## config.mk

```make
export PLATFORM = sky130hd
export DESIGN_NAME = axi_default_slave
export DESIGN_NICKNAME = d
export VERILOG_FILES = /design/src/rtl/axi_default_slave.sv
export SDC_FILE = /design/constraint.sdc
export NUM_CORES = 1
export LEC_CHECK = 0
export CAP_MARGIN = 25
export CORE_MARGIN = 3
export CORE_UTILIZATION = 41
export CTS_BUF_LIST = sky130_fd_sc_hd__clkbuf_4
export CTS_CLUSTER_DIAMETER = 60
export CTS_CLUSTER_SIZE = 10
export DETAILED_ROUTE_END_ITERATION = 7
export GPL_TIMING_DRIVEN = 0
export PLACE_DENSITY = 0.94
export SLEW_MARGIN = 10
export SYNTH_ARGS = -nofsm -noshare
export SYNTH_HDL_FRONTEND = slang
export SYNTH_SLANG_ARGS = --single-unit
```

## constraint.sdc

```tcl
create_clock -name clk -period 4.9 [get_ports clk]
set_input_delay 0.98 -clock clk [delete_from_list [all_inputs] [get_ports clk]]
set_output_delay 0.98 -clock clk [all_outputs]
set_load 0.05 [all_outputs]
```

## src/rtl/axi_default_slave.sv

```systemverilog
// Terminating AXI4 slave for unmapped addresses: every burst completes with DECERR,
// write data is discarded, reads return zeros, and a sticky log records the first offender.
module axi_default_slave #(
  parameter int ID_W   = 8,
  parameter int ADDR_W = 32,
  parameter int DATA_W = 32,
  parameter int CNT_W  = 8
) (
  input  logic                clk,
  input  logic                rst,
  input  logic [ID_W-1:0]     AWID,
  input  logic [ADDR_W-1:0]   AWADDR,
  input  logic [7:0]          AWLEN,
  input  logic                AWVALID,
  output logic                AWREADY,
  input  logic [DATA_W-1:0]   WDATA,
  input  logic [DATA_W/8-1:0] WSTRB,
  input  logic                WLAST,
  input  logic                WVALID,
  output logic                WREADY,
  output logic [ID_W-1:0]     BID,
  output logic [1:0]          BRESP,
  output logic                BVALID,
  input  logic                BREADY,
  input  logic [ID_W-1:0]     ARID,
  input  logic [ADDR_W-1:0]   ARADDR,
  input  logic [7:0]          ARLEN,
  input  logic                ARVALID,
  output logic                ARREADY,
  output logic [ID_W-1:0]     RID,
  output logic [DATA_W-1:0]   RDATA,
  output logic [1:0]          RRESP,
  output logic                RLAST,
  output logic                RVALID,
  input  logic                RREADY,
  input  logic                err_clr,
  output logic                err_valid,
  output logic [ADDR_W-1:0]   err_addr,
  output logic                err_is_write,
  output logic [CNT_W-1:0]    err_count
);

  localparam logic [1:0] RESP_DECERR = 2'b11;

  typedef enum logic [1:0] {W_IDLE, W_DATA, W_RESP} w_state_t;
  typedef enum logic       {R_IDLE, R_DATA}         r_state_t;

  w_state_t        w_state, w_state_next;
  r_state_t        r_state, r_state_next;
  logic [ID_W-1:0] bid_q, rid_q;
  logic [7:0]      rlen_q, rcnt_q;
  logic            aw_hs, ar_hs, r_hs, r_last;
  logic [1:0]      log_inc;
  logic            log_empty;

  // Write data, strobes and burst length are intentionally ignored.
  logic unused_inputs;
  assign unused_inputs = ^{AWLEN, WDATA, WSTRB};

  function automatic logic [CNT_W-1:0] sat_add(input logic [CNT_W-1:0] base,
                                               input logic [1:0]       inc);
    logic [CNT_W:0] sum;
    sum = {1'b0, base} + {{(CNT_W-1){1'b0}}, inc};
    return sum[CNT_W] ? {CNT_W{1'b1}} : sum[CNT_W-1:0];
  endfunction

  assign aw_hs  = AWVALID && (w_state == W_IDLE);
  assign ar_hs  = ARVALID && (r_state == R_IDLE);
  assign r_last = (rcnt_q == rlen_q);
  assign r_hs   = RREADY && (r_state == R_DATA);

  always_comb begin
    w_state_next = w_state;
    AWREADY      = 1'b0;
    WREADY       = 1'b0;
    BVALID       = 1'b0;
    BID          = bid_q;
    BRESP        = RESP_DECERR;
    unique case (w_state)
      W_IDLE: begin
        AWREADY = 1'b1;
        if (AWVALID) w_state_next = W_DATA;
      end
      W_DATA: begin
        WREADY = 1'b1;
        if (WVALID && WLAST) w_state_next = W_RESP;
      end
      W_RESP: begin
        BVALID = 1'b1;
        if (BREADY) w_state_next = W_IDLE;
      end
      default: w_state_next = W_IDLE;
    endcase
  end

  always_comb begin
    r_state_next = r_state;
    ARREADY      = 1'b0;
    RVALID       = 1'b0;
    RLAST        = 1'b0;
    RID          = rid_q;
    RDATA        = '0;
    RRESP        = RESP_DECERR;
    unique case (r_state)
      R_IDLE: begin
        ARREADY = 1'b1;
        if (ARVALID) r_state_next = R_DATA;
      end
      R_DATA: begin
        RVALID = 1'b1;
        RLAST  = r_last;
        if (RREADY && r_last) r_state_next = R_IDLE;
      end
      default: r_state_next = R_IDLE;
    endcase
  end

  always_ff @(posedge clk or posedge rst) begin
    if (rst) begin
      w_state <= W_IDLE;
      bid_q   <= '0;
    end else begin
      w_state <= w_state_next;
      if (aw_hs) bid_q <= AWID;
    end
  end

  always_ff @(posedge clk or posedge rst) begin
    if (rst) begin
      r_state <= R_IDLE;
      rid_q   <= '0;
      rlen_q  <= '0;
      rcnt_q  <= '0;
    end else begin
      r_state <= r_state_next;
      if (ar_hs) begin
        rid_q  <= ARID;
        rlen_q <= ARLEN;
        rcnt_q <= '0;
      end else if (r_hs && !r_last) begin
        rcnt_q <= rcnt_q + 8'd1;
      end
    end
  end

  // Clear takes effect before same-cycle events, so a coinciding handshake lands in a fresh log.
  assign log_inc   = {1'b0, aw_hs} + {1'b0, ar_hs};
  assign log_empty = err_clr || !err_valid;

  always_ff @(posedge clk or posedge rst) begin
    if (rst) begin
      err_valid    <= 1'b0;
      err_addr     <= '0;
      err_is_write <= 1'b0;
      err_count    <= '0;
    end else begin
      err_count <= sat_add(err_clr ? '0 : err_count, log_inc);
      if (log_empty && aw_hs) begin
        err_valid    <= 1'b1;
        err_addr     <= AWADDR;
        err_is_write <= 1'b1;
      end else if (log_empty && ar_hs) begin
        err_valid    <= 1'b1;
        err_addr     <= ARADDR;
        err_is_write <= 1'b0;
      end else if (err_clr) begin
        err_valid    <= 1'b0;
        err_addr     <= '0;
        err_is_write <= 1'b0;
      end
    end
  end

endmodule

```

### Word-level counts from Yosys, hierarchy flattened

Cells that the tools add are included.

* $add $sub $neg: 3
* equality and inequality tests: 6
* muxes and demuxes: 25
* bitwise gates (word level): 1
* reductions and logical operators: 15

Operators by type and width (number)
* $mux W32: 3
* $mux W8: 4
* $mux W1: 13
* $add A8 B2 Y9: 1
* $add A8 B1 Y8 const B: 1
* $eq A8 B8 Y1: 1
* $logic_and A1 B1 Y1: 8
* $mux W2: 3
* $ne A2 B2 Y1 const B: 3
* $pmux W2 S3: 1
* $reduce_and A3 Y1: 1
* $reduce_bool A3 Y1: 1
* $add A1 B1 Y2: 1
* $eq A2 B1 Y1 const B: 1
* $eq A2 B2 Y1 const B: 1
* $logic_not A1 Y1: 2
* $logic_not A2 Y1: 1
* $pmux W1 S2: 1
* $reduce_bool A2 Y1: 1
* $logic_or A1 B1 Y1: 1
* $not A1 Y1: 1

* bits in registers: 77

### Longest topological paths before layout

* depth in word-level cells: 5
* gate-level depth with buffers: 9
* gate-level depth less buffers: 7

### Worst setup path before layout

OpenSTA, ideal clock, no wires.

* kind: reg2out
* from: register r_state
* to: output RLAST
* arrival: 2.221 ns
* data required time: 3.920 ns
* path slack: 1.699 ns
* stages on the path, launching flop included: 3
* path buffers: 0
* path through: dfrtp_1 -> inv_1 -> nor3_1

* word-level cells in the longest chain between the ends: 1

RTL lines
* start, declared: RTL line 49 `r_state_t r_state, r_state_next;`
* start signal, assigned: RTL line 135 `r_state <= r_state_next;`
* $mux W1: RTL line 104 `unique case (r_state)`
* end, declared: RTL line 33 `output logic RLAST,`

Every way passes these cells.

### Worst setup path after layout

* from: register rcnt_q[4]
* to: output RLAST

* word-level cells in the longest chain between the ends: 2

RTL lines
* start, declared: RTL line 51 `logic [7:0] rlen_q, rcnt_q;`
* start signal, assigned: RTL line 141 `rcnt_q <= rcnt_q + 8'd1;`
* $eq A8 B8 Y1: RTL line 69 `assign r_last = (rcnt_q == rlen_q);`
* $mux W1: RTL line 104

Every way passes these cells.

==> impl_metrics.py <==
metrics = {
    "cts": {
        "clock_sinks": 77,
        "htree_num_levels": 3,
        "insertion_delay_ns": 0.41,
        "cts_tree": "done",
        "postCtsHoldBufs": 0,
        "cts_made_buffers": 9,
        "post_cts_buffers": 0,
        "clk_path_buf_depth": 2,
        "root_buffer": "clkbuf_4",
        "clk_pin_slew_worst_paths_ns": 0.13,
        "cts.repair.resized": 0,
    },
    "die": {
        "initial_core_util": 0.428,
        "die_h_um": 102,
        "core_area_mm2": 0.00885,
        "core.rowCount": 34,
        "die_area_mm2": 0.0104,
        "pin_count": 241,
        "fp.dieW_um": 102,
    },
    "min_path": {
        "min_to": "RID[2]",
        "hp-class": "flip-flop to flip-flop",
        "min_from": "RID[2]",
        "hold_depth": 2,
    },
    "global_route": {
        "grt_pass1_vias": 3410,
        "grt_overflow_total": 0,
        "antenna_found_initial": 0,
        "grt_max_degree": 42,
        "grt_usage": 0.197,
        "use_met3": 0.0532,
        "grt_most_used_layer": "met2",
        "use_met2": 0.339,
        "grt_first_pass_wirelength_mm": 16.1,
        "grtUsageMet1": 0.236,
    },
    "worst_setup_path": {
        "reg2reg_to": "err_count[4]",
        "worstRegToRegCells": 9,
        "crit_chain": "buf_2, xnor2_1, nand4_2, nor3_1, clkdlybuf4s50_1",
        "cp.required_ns": 3.92,
        "crit_path_top_delay_cell": "clkdlybuf4s50_1",
        "cp-start-kind": "flip-flop",
        "path_max_fanout": 9,
        "path_delay_family": "buffers and inverters",
        "cpPeakStageDelay_ns": 0.85,
        "r2r-start": "r_state",
        "timing.reg2reg.setup_slack_ns": 2.03,
        "endpoint_kind": "output port",
        "cp.arrival_ns": 2.53,
        "path_class": "flip-flop to output port",
        "crit_buf_inv": 2,
    },
    "placement": {
        "place_congestion": 0.876,
        "placedCellCount": 657,
        "hpwlAfterDp_mm": 8.02,
        "portBuffers": 160,
    },
    "sta": {
        "slew_viol_final": 0,
        "clock.fmax_mhz": 285,
        "whs_ns": 0.487,
        "finalSetupViolCount": 0,
        "worst_clock_skew_ns": 0.0201,
        "finalCritPeriodShare": 0.716,
        "hold_viol_final": 0,
        "final.setup.tns_ns": 0,
        "rsz0062_at_grt": "false",
        "worst_slew_pin_slew_ns": 0.551,
        "fin_crit_ns": 3.51,
        "relSlewSlack": 0.631,
    },
    "routing": {
        "drc": 0,
        "drtIter0Drc": 98,
        "drtAntennaViolNets": 0,
        "wire_per_inst_um": 15.3,
        "wirelength_mm": 10.3,
        "first_pass_iters": 4,
        "viasPerCell": 4.85,
        "vias": 3261,
    },
    "layout": {
        "drive_above_1_share": 0.136,
        "fin_cells": 673,
        "syn_to_final_growth_pct": 53.4,
        "diodes": 0,
        "nets": 703,
        "fillers": 690,
    },
    "logic_synthesis": {
        "yosysTopAreaCell": "dfrtp_1",
        "synthTopCellsByArea": "dfrtp_1, a221o_1, buf_4",
        "yosysMostFrequentCell": "dfrtp_1",
        "yosysUniqueCellTypes": 40,
        "synth_largest_type_area_fraction": 0.509,
        "syn_area_per_cell_um2": 10.7,
        "synth_edf_count": 0,
        "synth-main-ff-cell": "dfrtp_1",
        "ys_seq_area_frac": 0.509,
        "async_flop_share": 1.00,
        "synth_cells": 354,
        "yosys_warnings": 0,
        "ys_seq_elements": 77,
        "synth_common_cells": "dfrtp_1, nand2_1, buf_4, a221o_1, and2_1",
        "synth_area_mm2": 0.00378,
    },
    "pwr": {
        "power_leakage_nw": 2.69,
        "powerDensity_mw_per_mm2": 541,
        "peakVddDrop_mv": 0.428,
    },
    "run_status": {
        "status": "finished, final reports clean",
    },
    "flow_run": {
        "drv_cap": 0,
    },
}
[per-layer routing]
| layer | vias to the layer above | share of wire | routed length [um] |
|---|---|---|---|
| met5 | - | 0 | 0 |
| met4 | 0 | 0.023 | 233 |
| met3 | 21 | 0.075 | 771 |
| met1 | 1544 | 0.39 | 4000 |
| li1 | 1559 | - | - |
| met2 | 137 | 0.51 | 5260 |
[worst max path at each step]
stage	startpoint	end	slack (ns)	cells past startpoint
after floorplan	r_state	RLAST	1.70	2
after global placement	rst	err_addr[28]	0.81	2
after detailed placement	ARVALID	err_count[4]	1.14	10
after CTS	rcnt_q[4]	RLAST	1.35	5
after global routing	rcnt_q[4]	RLAST	1.24	5
final	rcnt_q[4]	RLAST	1.39	5
[registers in the layout, summed over array words and instances, names as in the netlist]
| name | flops |
|---|---|
| BID | 8 |
| RID | 8 |
| err_addr | 32 |
| err_count | 8 |
| err_is_write | 1 |
| err_valid | 1 |
| r_state | 1 |
| rcnt_q | 8 |
| rlen_q | 8 |
| w_state | 2 |
[kinds of logic after synthesis]
logic type,synth area share
other cells,0.00198
buf+inv,0.103
compound gates,0.122
flops,0.509
fa+ha+maj,0.00860
simple gates,0.181
mux,0.0423
xor+xnor,0.0324
[through the flow]
stage          setup WS, ns  cell area (um2)  total power, mW  utilization
2_1_floorplan          1.70             3910             2.18            -
3_3_place_gp          0.811             5650             2.72        0.638
3_5_place_dp           1.14             5670             2.77        0.641
4_1_cts                1.35             5800             3.16        0.656
5_1_grt                1.24             5800             3.31        0.656
6_report               1.39             5800             3.14        0.656
[power by group]
group / switching, mW / internal, mW / total, mW / leakage [nW]
sequential: 0.158 / 0.859 / 1.02 / 0.993
clock: 0.219 / 0.164 / 0.384 / 0.0743
combinational: 1.09 / 0.644 / 1.74 / 1.63
[worst register-to-register path, cell delays in order (launching register included)]
cell      delay [ns]
dfrtp_1         0.46
nand2b_1        0.26
buf_2           0.23
inv_2           0.18
clkbuf_1        0.40
fa_1            0.36
nand4_1         0.18
nor3b_2         0.35
nand3_1         0.21
o21ai_0         0.14
[layout make-up]
class / count / area, um2 / share of cell area
buffer: 54 / 370 / 0.0638
clock buffer: 11 / 82.6 / 0.0142
clock inverter: 5 / 51.3 / 0.00884
inverter: 5 / 21.3 / 0.00366
multi-input combinational: 252 / 1600 / 0.275
sequential: 77 / 1930 / 0.332
tap: 108 / 135 / 0.0233
timing repair buffer: 161 / 1620 / 0.279
[placed cells by master, fill, tap and decap left out, types with 2 or more instances in the layout]
cell type and count:
clkdlybuf4s50_1 160, dfrtp_1 77, nand2_1 66, buf_4 37, conb_1 36, and2_1 32
a221o_1 32, xnor2_1 11, clkbuf_4 11, clkbuf_1 8, mux2_2 8, nor3_1 7
mux2i_1 7, nor2b_1 6, nand3_1 6, buf_2 5, nor2_1 5, o21ai_0 5
nand2b_1 4, inv_1 3, buf_6 3, xor2_1 3, nor3b_2 2, a21o_1 2
a21oi_1 2, nand4_2 2, o31a_1 2, o211ai_1 2, clkinv_2 2
(Power assumes the default switching activity.)
